<file path="src/rtl/pipe_stage_reg.sv">
// Generic pipeline stage register with valid/ready handshake, optional two-entry skid
// buffer (registered in_ready), synchronous flush to an all-zero bubble, and a stall counter.
module pipe_stage_reg #(
   parameter int WIDTH = 32,
   parameter int SKID  = 1,
   parameter int CNT_W = 16
) (
   input  logic             CLK,
   input  logic             RST,
   input  logic             in_valid,
   output logic             in_ready,
   input  logic [WIDTH-1:0] in_data,
   input  logic             flush,
   output logic             out_valid,
   input  logic             out_ready,
   output logic [WIDTH-1:0] out_data,
   output logic [1:0]       occupancy,
   output logic [CNT_W-1:0] stall_cnt
);

   logic             r_main_v;
   logic [WIDTH-1:0] r_main_d;
   logic             r_skid_v;
   logic [WIDTH-1:0] r_skid_d;
   logic [CNT_W-1:0] r_stall_cnt;
   logic             w_in_xfer;
   logic             w_out_xfer;

   assign w_in_xfer  = in_valid && in_ready;
   assign w_out_xfer = r_main_v && out_ready;

   generate
      if (SKID != 0) begin : g_skid
         // in_ready depends only on the skid register, so it never has a comb path from out_ready
         assign in_ready = !r_skid_v;

         always_ff @(posedge CLK) begin
            if (RST || flush) begin
               r_main_v <= 1'b0;
               r_main_d <= '0;
               r_skid_v <= 1'b0;
               r_skid_d <= '0;
            end else if (!r_main_v) begin
               if (w_in_xfer) begin
                  r_main_v <= 1'b1;
                  r_main_d <= in_data;
               end
            end else if (!r_skid_v) begin
               if (w_in_xfer && w_out_xfer) begin
                  r_main_d <= in_data;
               end else if (w_in_xfer) begin
                  r_skid_v <= 1'b1;
                  r_skid_d <= in_data;
               end else if (w_out_xfer) begin
                  r_main_v <= 1'b0;
                  r_main_d <= '0;
               end
            end else if (w_out_xfer) begin
               r_main_d <= r_skid_d;
               r_skid_v <= 1'b0;
               r_skid_d <= '0;
            end
         end
      end else begin : g_noskid
         assign in_ready = !r_main_v || out_ready;

         always_ff @(posedge CLK) begin
            if (RST || flush) begin
               r_main_v <= 1'b0;
               r_main_d <= '0;
            end else if (w_in_xfer) begin
               r_main_v <= 1'b1;
               r_main_d <= in_data;
            end else if (w_out_xfer) begin
               r_main_v <= 1'b0;
               r_main_d <= '0;
            end
         end

         always_comb begin
            r_skid_v = 1'b0;
            r_skid_d = '0;
         end
      end
   endgenerate

   always_ff @(posedge CLK) begin
      if (RST) begin
         r_stall_cnt <= '0;
      end else if (r_main_v && !out_ready && (r_stall_cnt != {CNT_W{1'b1}})) begin
         r_stall_cnt <= r_stall_cnt + 1'b1;
      end
   end

   assign out_valid = r_main_v;
   assign out_data  = r_main_d;
   assign occupancy = {1'b0, r_main_v} + {1'b0, r_skid_v};
   assign stall_cnt = r_stall_cnt;

endmodule
</file>
<file path="config.mk">
export PLATFORM = sky130hd
export DESIGN_NAME = pipe_stage_reg
export DESIGN_NICKNAME = d
export VERILOG_FILES = /design/src/rtl/pipe_stage_reg.sv
export SDC_FILE = /design/constraint.sdc
export NUM_CORES = 1
export LEC_CHECK = 0
export ABC_AREA = 1
export CAP_MARGIN = 0
export CORE_ASPECT_RATIO = 0.5
export CORE_MARGIN = 8
export CORE_UTILIZATION = 25
export CTS_CLUSTER_DIAMETER = 30
export DETAILED_ROUTE_END_ITERATION = 16
export SKIP_LAST_GASP = 1
export SLEW_MARGIN = 20
export SYNTH_ARGS = -nofsm -noshare
export SYNTH_HDL_FRONTEND = slang
export SYNTH_SLANG_ARGS = --single-unit
</file>
<file path="constraint.sdc">
create_clock -name CLK -period 4.2 [get_ports CLK]
set_input_delay 0.84 -clock CLK [delete_from_list [all_inputs] [get_ports CLK]]
set_output_delay 0.84 -clock CLK [all_outputs]
set_load 0.01 [all_outputs]
</file>
==> results.cfg, run 1 <==
[run_status]
outcome = complete, no violations

[synth]
synthCells = 563
synth_warnings = 0
synth_xor_area_share_pct = 1.14
synth_area_um2 = 3840
yosysSeqAreaShare_pct = 42.8
syn_avg_cell_area_um2 = 6.81
synth.area.top_cells = dfxtp_1, nand2_1, nor2_1
synth_seq_cells = 82
synthMuxAreaShare_pct = 0
syn-num-nets = 603
yosys.area_share.simple_pct = 31.1
synth_top_area_share_pct = 42.8
netlist.top_cell.by_area = dfxtp_1
yosysUniqueCellTypes = 26
synth_compound_area_share_pct = 14.4
synth_top_family_by_area = simple AND/OR/NAND/NOR gates
synthAdderAreaFrac_pct = 0.978

[worst_setup_path]
cp_top_family = buffers and inverters
arrival_ps = 2080
end_kind = primary output
path_cells = buf_4 -> inv_2 -> ha_1 -> inv_1 -> clkdlybuf4s50_1
crit_buf_inv = 4
crit_required_ps = 3360
cp_max_fo = 23
r2r_setup_slack_ps = 1850
crit_type = reg2out
worst_setup_path_start_kind = flip-flop
cp_slowest_stage_delay_ps = 530
crit_slowest_cell = clkdlybuf4s50_1

[place]
port_buffers = 88
post-place-ws_ps = 1180
place_area_um2 = 4820
dp_hpwl_mm = 7.62
gp_congestion = 0.719

[pwr]
vdd_drop_max_mv = 0.178
powerDensity_nw_per_um2 = 349
leakagePower_nw = 1.98

[clock_tree]
postCtsSetupBuffers = 0
cts_tree = done
clk_pin_slew_worst_paths_ps = 60
cts_buffers = 9
cts-root-buf = clkbuf_16
cts.sinks = 82
clock_path_buffers = 2
cts_htree_levels = 3
holdBufCountCts = 0
worstSkewPairLatency_ps = 330
cts-resized-gates = 0

[global_routing]
grt_use_total_pct = 11.1
first_global_vias = 3703
grt_overflow = 0
grt_max_degree = 46
grt_pass1_wl_mm = 18.4
grt_antenna_before_repair = 0

[routing]
dr.pass1.iters = 4
drt-initial-drc-count = 216
antenna_left = 0
route.vias.total = 3774
post_drt_wl_per_cell_um = 12.9
drt_wl_total_mm = 10.8
route.detailed.drc = 0
routed_via_density = 4.49

[finish]
fillers = 1639
final_common_cell = nand2_1
syn_to_final_growth_pct = 33.1
final_layout_size_suffix_gt1_share_pct = 5.34
multi_input_area_um2 = 1830
fin_area_um2 = 5110
insertedDiodeCount = 0
layout.nets = 673
ff_latch_area_um2 = 1640
fin_util_pct = 33.6
final_cell_mix = nand2_1, nor2_1, clkdlybuf4s50_1, dfxtp_1

[sta]
setup_slack_ps = 1280
fmax_mhz = 342
min_period_ps = 2920
hold_viol = 0
final_max_slew_viol_count = 0
fin_setup_tns_ps = 0
worst_slew_pin_slew_ps = 964
fin_crit_sh_pct = 69.6
rsz0062_at_grt = false
finClkSkew_ps = 5.98
relSlewSlack_pct = 35.6
setup_violations = 0

[run]
maxCapViolations = 0

[die]
dieArea_um2 = 19800
die_w_um = 191
initial_core_util_pct = 25.2
die_h_um = 104
rows = 32
core_area_um2 = 15200
num_io_pins = 89

[hold_path]
min_path_type = reg2reg
[path summary, 6_finish.rpt]
kind / endpoint / start / cells after the start
max: occupancy[0] / r_skid_v / 5
min: r_skid_d[8] / r_skid_d[8] / 2
max reg2reg: out_data[30] / r_skid_v / 9
min reg2reg: r_skid_d[8] / r_skid_d[8] / 2
[synthesized netlist by cell type]
cell type and instances:
nand2_1 122, nor2_1 100, dfxtp_1 82, a21oi_1 47, nand3_1 47, o21ai_0 46
inv_1 43, clkbuf_1 13, o22ai_1 12, buf_2 11, buf_6 5, inv_2 5
nand4_1 5, xor2_1 4, buf_4 3, ha_1 3, nand2_2 3, nor2_4 3
nand2_4 2, a31oi_1 1, clkbuf_2 1, nand3b_1 1, nor2_2 1, nor3_1 1
o21ai_1 1, xnor2_1 1
[kinds of logic (layout without fill, tap and decap cells)]
kind of cell,count (synthesis),in the layout
AND/OR/NAND/NOR,285,285
AO/OA/AOI/OAI,107,107
flip-flops,82,82
buffers and inverters,81,155
XOR/XNOR,5,5
adder cells (fa/ha/maj),3,3
[through the flow]
step	cells	hold slack, ps	total power [mW]
detailed placement	826	447	1.02
floorplan	563	429	0.930
global placement	826	441	1.02
CTS	841	456	1.80
finish	841	454	1.78
global route	841	470	1.87
[worst reg2reg max path, cell delays in order (launching register included)]
cell     delay, ps
dfxtp_1        300
buf_4          190
inv_2          360
ha_1           230
o21ai_0         80
nand2_1        100
nand2_1         60
inv_1          700
nand2_1        110
a21oi_1        150
[flip-flops by register name (all words and copies together) (netlist names)]
register / count
out_valid: 1
stall_cnt: 16
r_skid_d: 32
r_skid_v: 1
out_data: 32
[layout make-up]
class | instances | share of cell area, %
multi-input cells | 400 | 35.8
flip-flops and latches | 82 | 32.1
repair buffers | 92 | 17.8
well taps | 204 | 5.00
clock buffers | 9 | 4.41
inverters | 48 | 3.53
clock inverters | 6 | 1.27
[power breakdown]
group / internal, mW / switching, mW
clock network: 0.459 / 0.321
logic: 0.0887 / 0.107
registers: 0.797 / 0.0107
[layer usage]
layer / share of wire [%] / vias up / global-route usage, %
met4: 1.5 / 0 / 3.11
li1: - / 1951 / -
met1: 43 / 1741 / 12.7
met2: 50 / 66 / 19.6
met3: 5.5 / 16 / 3.55
met5: 0 / - / 0
Note: power is estimated with default switching activity, not from simulation.
==> run 2, diff against run 1 <==
==> constraint.sdc (replaced) <==
create_clock -name CLK -period 2.8 [get_ports CLK]
set_input_delay 0.56 -clock CLK [delete_from_list [all_inputs] [get_ports CLK]]
set_output_delay 0.56 -clock CLK [all_outputs]
set_load 0.01 [all_outputs]
==> run 2 against run 1 <==
  * Critical path depth grew 3
  * Critical path type is now in2reg
  * Hold slack gained 1.7 ps
  * Final area is 0.22% higher
  * Via count down 0.26%
  * Count of clock-buffer cells in the layout increased by 1
  * Setup slack got worse by 820 ps
==> results.cfg, run 2 (same netlist as run 1, synthesis figures left out) <==
[run_status]
outcome = complete, no violations

[place]
dp_hpwl_mm = 7.44
gp_congestion = 0.743
port_buffers = 88

[routing]
route.detailed.drc = 0
routed_via_density = 4.45
drt_wl_total_mm = 10.8
route.vias.total = 3764
drt-initial-drc-count = 276
dr.pass1.iters = 5
antenna_left = 0
post_drt_wl_per_cell_um = 12.8

[finish]
fin_util_pct = 33.6
final_layout_size_suffix_gt1_share_pct = 5.92
syn_to_final_growth_pct = 33.4
layout.nets = 677
fillers = 1651
insertedDiodeCount = 0
final_cell_mix = nand2_1, nor2_1, clkdlybuf4s50_1, dfxtp_1
final_common_cell = nand2_1

[worst_setup_path]
cp_max_fo = 32
crit_slowest_cell = clkinv_1
crit_required_ps = 3030
cp_slowest_stage_delay_ps = 740
arrival_ps = 2570
worst_setup_path_start_kind = input pin
path_cells = clkdlybuf4s50_1 -> nand2_2 -> a21oi_1 -> nand2_1 -> nand2_1 -> clkinv_1 -> nor2_1 -> nor2_1
crit_type = in2reg
end_kind = flip-flop

[sta]
min_period_ps = 2340
final_max_slew_viol_count = 0
setup_violations = 0
finClkSkew_ps = 5.39
hold_viol = 0
relSlewSlack_pct = 35.2
rsz0062_at_grt = false
fin_setup_tns_ps = 0
fin_crit_sh_pct = 83.6
fmax_mhz = 427
worst_slew_pin_slew_ps = 965

[pwr]
powerDensity_nw_per_um2 = 509
leakagePower_nw = 1.98
vdd_drop_max_mv = 0.264

[global_routing]
grt_use_total_pct = 11.2
grt_antenna_before_repair = 0
grt_max_degree = 43
grt_overflow = 0
grt_pass1_wl_mm = 18.6
first_global_vias = 3732

[clock_tree]
cts-resized-gates = 0
postCtsSetupBuffers = 0
holdBufCountCts = 0
cts_buffers = 9
cts.sinks = 82
cts-root-buf = clkbuf_16
cts_htree_levels = 3
clock_path_buffers = 2
worstSkewPairLatency_ps = 340
clk_pin_slew_worst_paths_ps = 60
cts_tree = done

[die]
die_w_um = 191
rows = 32
core_area_um2 = 15200
initial_core_util_pct = 25.2
num_io_pins = 89
die_h_um = 104
dieArea_um2 = 19800

[run]
maxCapViolations = 0

[hold_path]
min_path_type = reg2reg
## run 2: cell types whose count changed in the layout (fill, tap and decap cells not counted)
cell and delta:
buf_4 +4, bufinv_16 -1, clkbuf_1 +1, clkinv_1 +1
clkinv_4 +1, clkinvlp_4 +1, inv_1 -1, inv_6 -1
## run 2: final timing paths
check / startpoint / to / slack (ps) / cells past startpoint
min: r_skid_d[3] / r_skid_d[3] / 460 / 2
min reg2reg: r_skid_d[3] / r_skid_d[3] / 460 / 2
max reg2reg: r_skid_v / out_data[10] / 600 / 8
max: in_valid / out_data[10] / 460 / 8
## run 2: stage by stage
stage	setup slack [ps]	std cells	total power, mW	cell area (um2)	hold slack (ps)
detailed placement	340	830	1.54	4850	447
CTS	503	846	2.65	5120	457
global route	175	846	2.72	5120	479
global placement	381	830	1.54	4850	441
floorplan	1020	563	1.39	3840	429
finish	459	846	2.61	5120	455
## run 2: layout make-up
| cell class | count | area [um2] | area share (%) |
|---|---|---|---|
| Multi-Input combinational cell | 400 | 1830 | 35.7 |
| Tap cell | 204 | 255 | 4.99 |
| Sequential cell | 82 | 1640 | 32.1 |
| Inverter | 48 | 180 | 3.52 |
| Clock buffer | 10 | 229 | 4.47 |
| Timing Repair Buffer | 96 | 941 | 18.4 |
| Clock inverter | 6 | 42.5 | 0.831 |
## run 2: worst max-delay path, delay by kind of cell
kind | cells | cell delay (ps)
simple gates | 5 | 630
buf+inv | 2 | 1250
compound gates | 1 | 120
## run 2: power by group
group	leakage, nW	switching [mW]	total, mW	internal [mW]
sequential	0.664	0.0167	1.21	1.20
clock	0.129	0.498	1.10	0.603
combinational	1.19	0.159	0.295	0.136
total	1.98	0.674	2.61	1.93
## run 2: per-layer routing
| layer | global-route usage [%] | wire length, um | up-vias |
|---|---|---|---|
| met1 | 13.3 | 4710 | 1730 |
| met2 | 19.1 | 5340 | 61 |
| met5 | 0 | 0 | - |
| met4 | 4.37 | 171 | 0 |
| met3 | 2.95 | 576 | 11 |
| li1 | - | - | 1962 |
==> run 3, diff against run 2 <==
==> constraint.sdc (replaced) <==
create_clock -name CLK -period 1.9 [get_ports CLK]
set_input_delay 0.38 -clock CLK [delete_from_list [all_inputs] [get_ports CLK]]
set_output_delay 0.38 -clock CLK [all_outputs]
set_load 0.01 [all_outputs]
==> run 3 against run 2 <==
  * Count of clock-buffer cells in the layout fell by 1
  * Sequential power grew 47%
  * Critical path type is now reg2out
  * Critical path depth fell by 6
  * Power increased by 60%
  * Hold slack about the same
  * Global-route usage increased by 0.39 points
  * Combinational power rose by 62%
  * Setup slack got worse by 380 ps
  * Die area unchanged
  * Routed wire length up 3.8%
  * Critical endpoint is now out_valid
  * Non-clock buffer count increased by 17
  * Final cell count is 2.0% higher
  * Largest power group is now the clock network
==> results.cfg, run 3 (same netlist as run 1, synthesis figures left out) <==
[pwr]
seqPwrFrac_pct = 42.7
vdd_drop_max_mv = 0.448
internal_power_mw = 3.15
leakagePower_nw = 2.13
powerDensity_nw_per_um2 = 779
p_switching_mw = 1.02
combPwrFrac_pct = 11.4
p_sw_share_pct = 24.5
power_frac_clock_pct = 45.9

[sta]
fin_hold_ws_ps = 455
final_max_slew_viol_count = 0
min_period_ps = 1820
rsz0062_at_grt = false
hold_viol = 0
setup_violations = 0
fmax_mhz = 551
fin_crit_sh_pct = 95.6
setup_slack_ps = 83.7
finClkSkew_ps = 6.69
worst_slew_pin_slew_ps = 300
relSlewSlack_pct = 79.9

[finish]
fin_cells = 863
final_common_cell = nand2_1
syn_to_final_growth_pct = 39.8
fin_util_pct = 35.3
fin_area_um2 = 5360
final_cell_mix = nand2_1, nor2_1, clkdlybuf4s50_1, dfxtp_1
final_layout_size_suffix_gt1_share_pct = 8.65
insertedDiodeCount = 0
layout.nets = 694

[worst_setup_path]
worstRegToRegCells = 9
arrival_ps = 1440
cp_slowest_stage_delay_ps = 540
cp_max_fo = 5
crit_required_ps = 1520
r2r_setup_slack_ps = 280
regToRegStartpoint = stall_cnt[1]
end_kind = primary output
worstReg2RegEnd = stall_cnt[1]
path_cells = buf_4 -> clkdlybuf4s50_1
crit_slowest_cell = clkdlybuf4s50_1
worst_setup_path_start_kind = flip-flop
crit_type = reg2out

[place]
post-place-ws_ps = -17.4
port_buffers = 88
gp_congestion = 0.757
dp.cells = 847
dp_hpwl_mm = 8.04
place_area_um2 = 5040

[routing]
routed_via_density = 4.47
antenna_left = 0
post_drt_wl_per_cell_um = 13.0
route.vias.total = 3857
drt_wl_total_mm = 11.2
route.detailed.drc = 0
dr.pass1.iters = 4
drt-initial-drc-count = 254

[hold_path]
worstHoldEndpoint = r_skid_d[6]
min_path_type = reg2reg
worstHoldStart = r_skid_d[6]
min_path_cells = 2

[global_routing]
first_global_vias = 3787
grt_pass1_wl_mm = 19.2
grt_antenna_before_repair = 0
grt_overflow = 0
grt_max_degree = 25
grt_use_total_pct = 11.6

[die]
dieArea_um2 = 19800
initial_core_util_pct = 25.2
die_h_um = 104
core_area_um2 = 15200
rows = 32
num_io_pins = 89
die_w_um = 191

[clock_tree]
clk_pin_slew_worst_paths_ps = 60
cts_htree_levels = 3
cts-root-buf = clkbuf_16
worstSkewPairLatency_ps = 340
cts.sinks = 82
cts_buffers = 9
clock_path_buffers = 2
cts_tree = done

[run_status]
outcome = complete, no violations

[run]
maxCapViolations = 0
==> run 3: worst max-delay path by stage <==
stage | from | to | slack, ps
after floorplan | r_skid_v | out_data[10] | 150
after global placement | in_valid | out_data[18] | -30
after detailed placement | in_valid | out_data[18] | -20
after CTS | out_valid | out_valid | 60
after global routing | out_valid | out_valid | 10
final | out_valid | out_valid | 80
==> run 3: through the flow <==
step	TNS, ps	power, mW
global placement	-71.1	2.30
CTS	0	4.25
detailed placement	-34.8	2.30
floorplan	0	2.05
finish	0	4.18
global route	0	4.37
==> run 3: timing repair <==
| item | 4_1_cts | 5_1_grt |
|---|---|---|
| buffers inserted | 0 | 0 |
| resized for setup | 5 | 0 |
| endpoints found under the setup margin | 3 | 0 |
| hold buffers | 0 | 0 |
==> run 3: routing by layer <==
layer / routed length, um / up-vias / GRT usage (%) / share of wire [%]
met5: 0 / - / 0 / 0
met4: 212 / 0 / 4.37 / 1.9
met3: 640 / 18 / 3.11 / 5.7
met2: 5540 / 82 / 19.7 / 49
met1: 4810 / 1765 / 13.8 / 43
li1: - / 1992 / - / -
==> run 3: worst max-delay path: cells and delay by family, from the launching register on <==
| kind | cells | cell delay [ps] |
|---|---|---|
| buffers and inverters | 2 | 710 |
| flip-flops | 1 | 390 |
==> run 3: power by group through the flow <==
stage	Sequential (mW)	Clock [mW]	Combinational, mW
finish	1.78	1.92	0.477
global route	1.79	2.05	0.532
CTS	1.78	1.98	0.484
detailed placement	1.82	0	0.482
global placement	1.82	0	0.478
floorplan	1.84	0	0.218
==> run 3: area by class of cell <==
cell class | count | area (um2)
clock buffers | 9 | 225
clock inverters | 7 | 100
fillers | 1638 | 9850
inverters | 48 | 180
multi-input cells | 400 | 1830
flip-flops and latches | 82 | 1640
well taps | 204 | 255
repair buffers | 113 | 1130
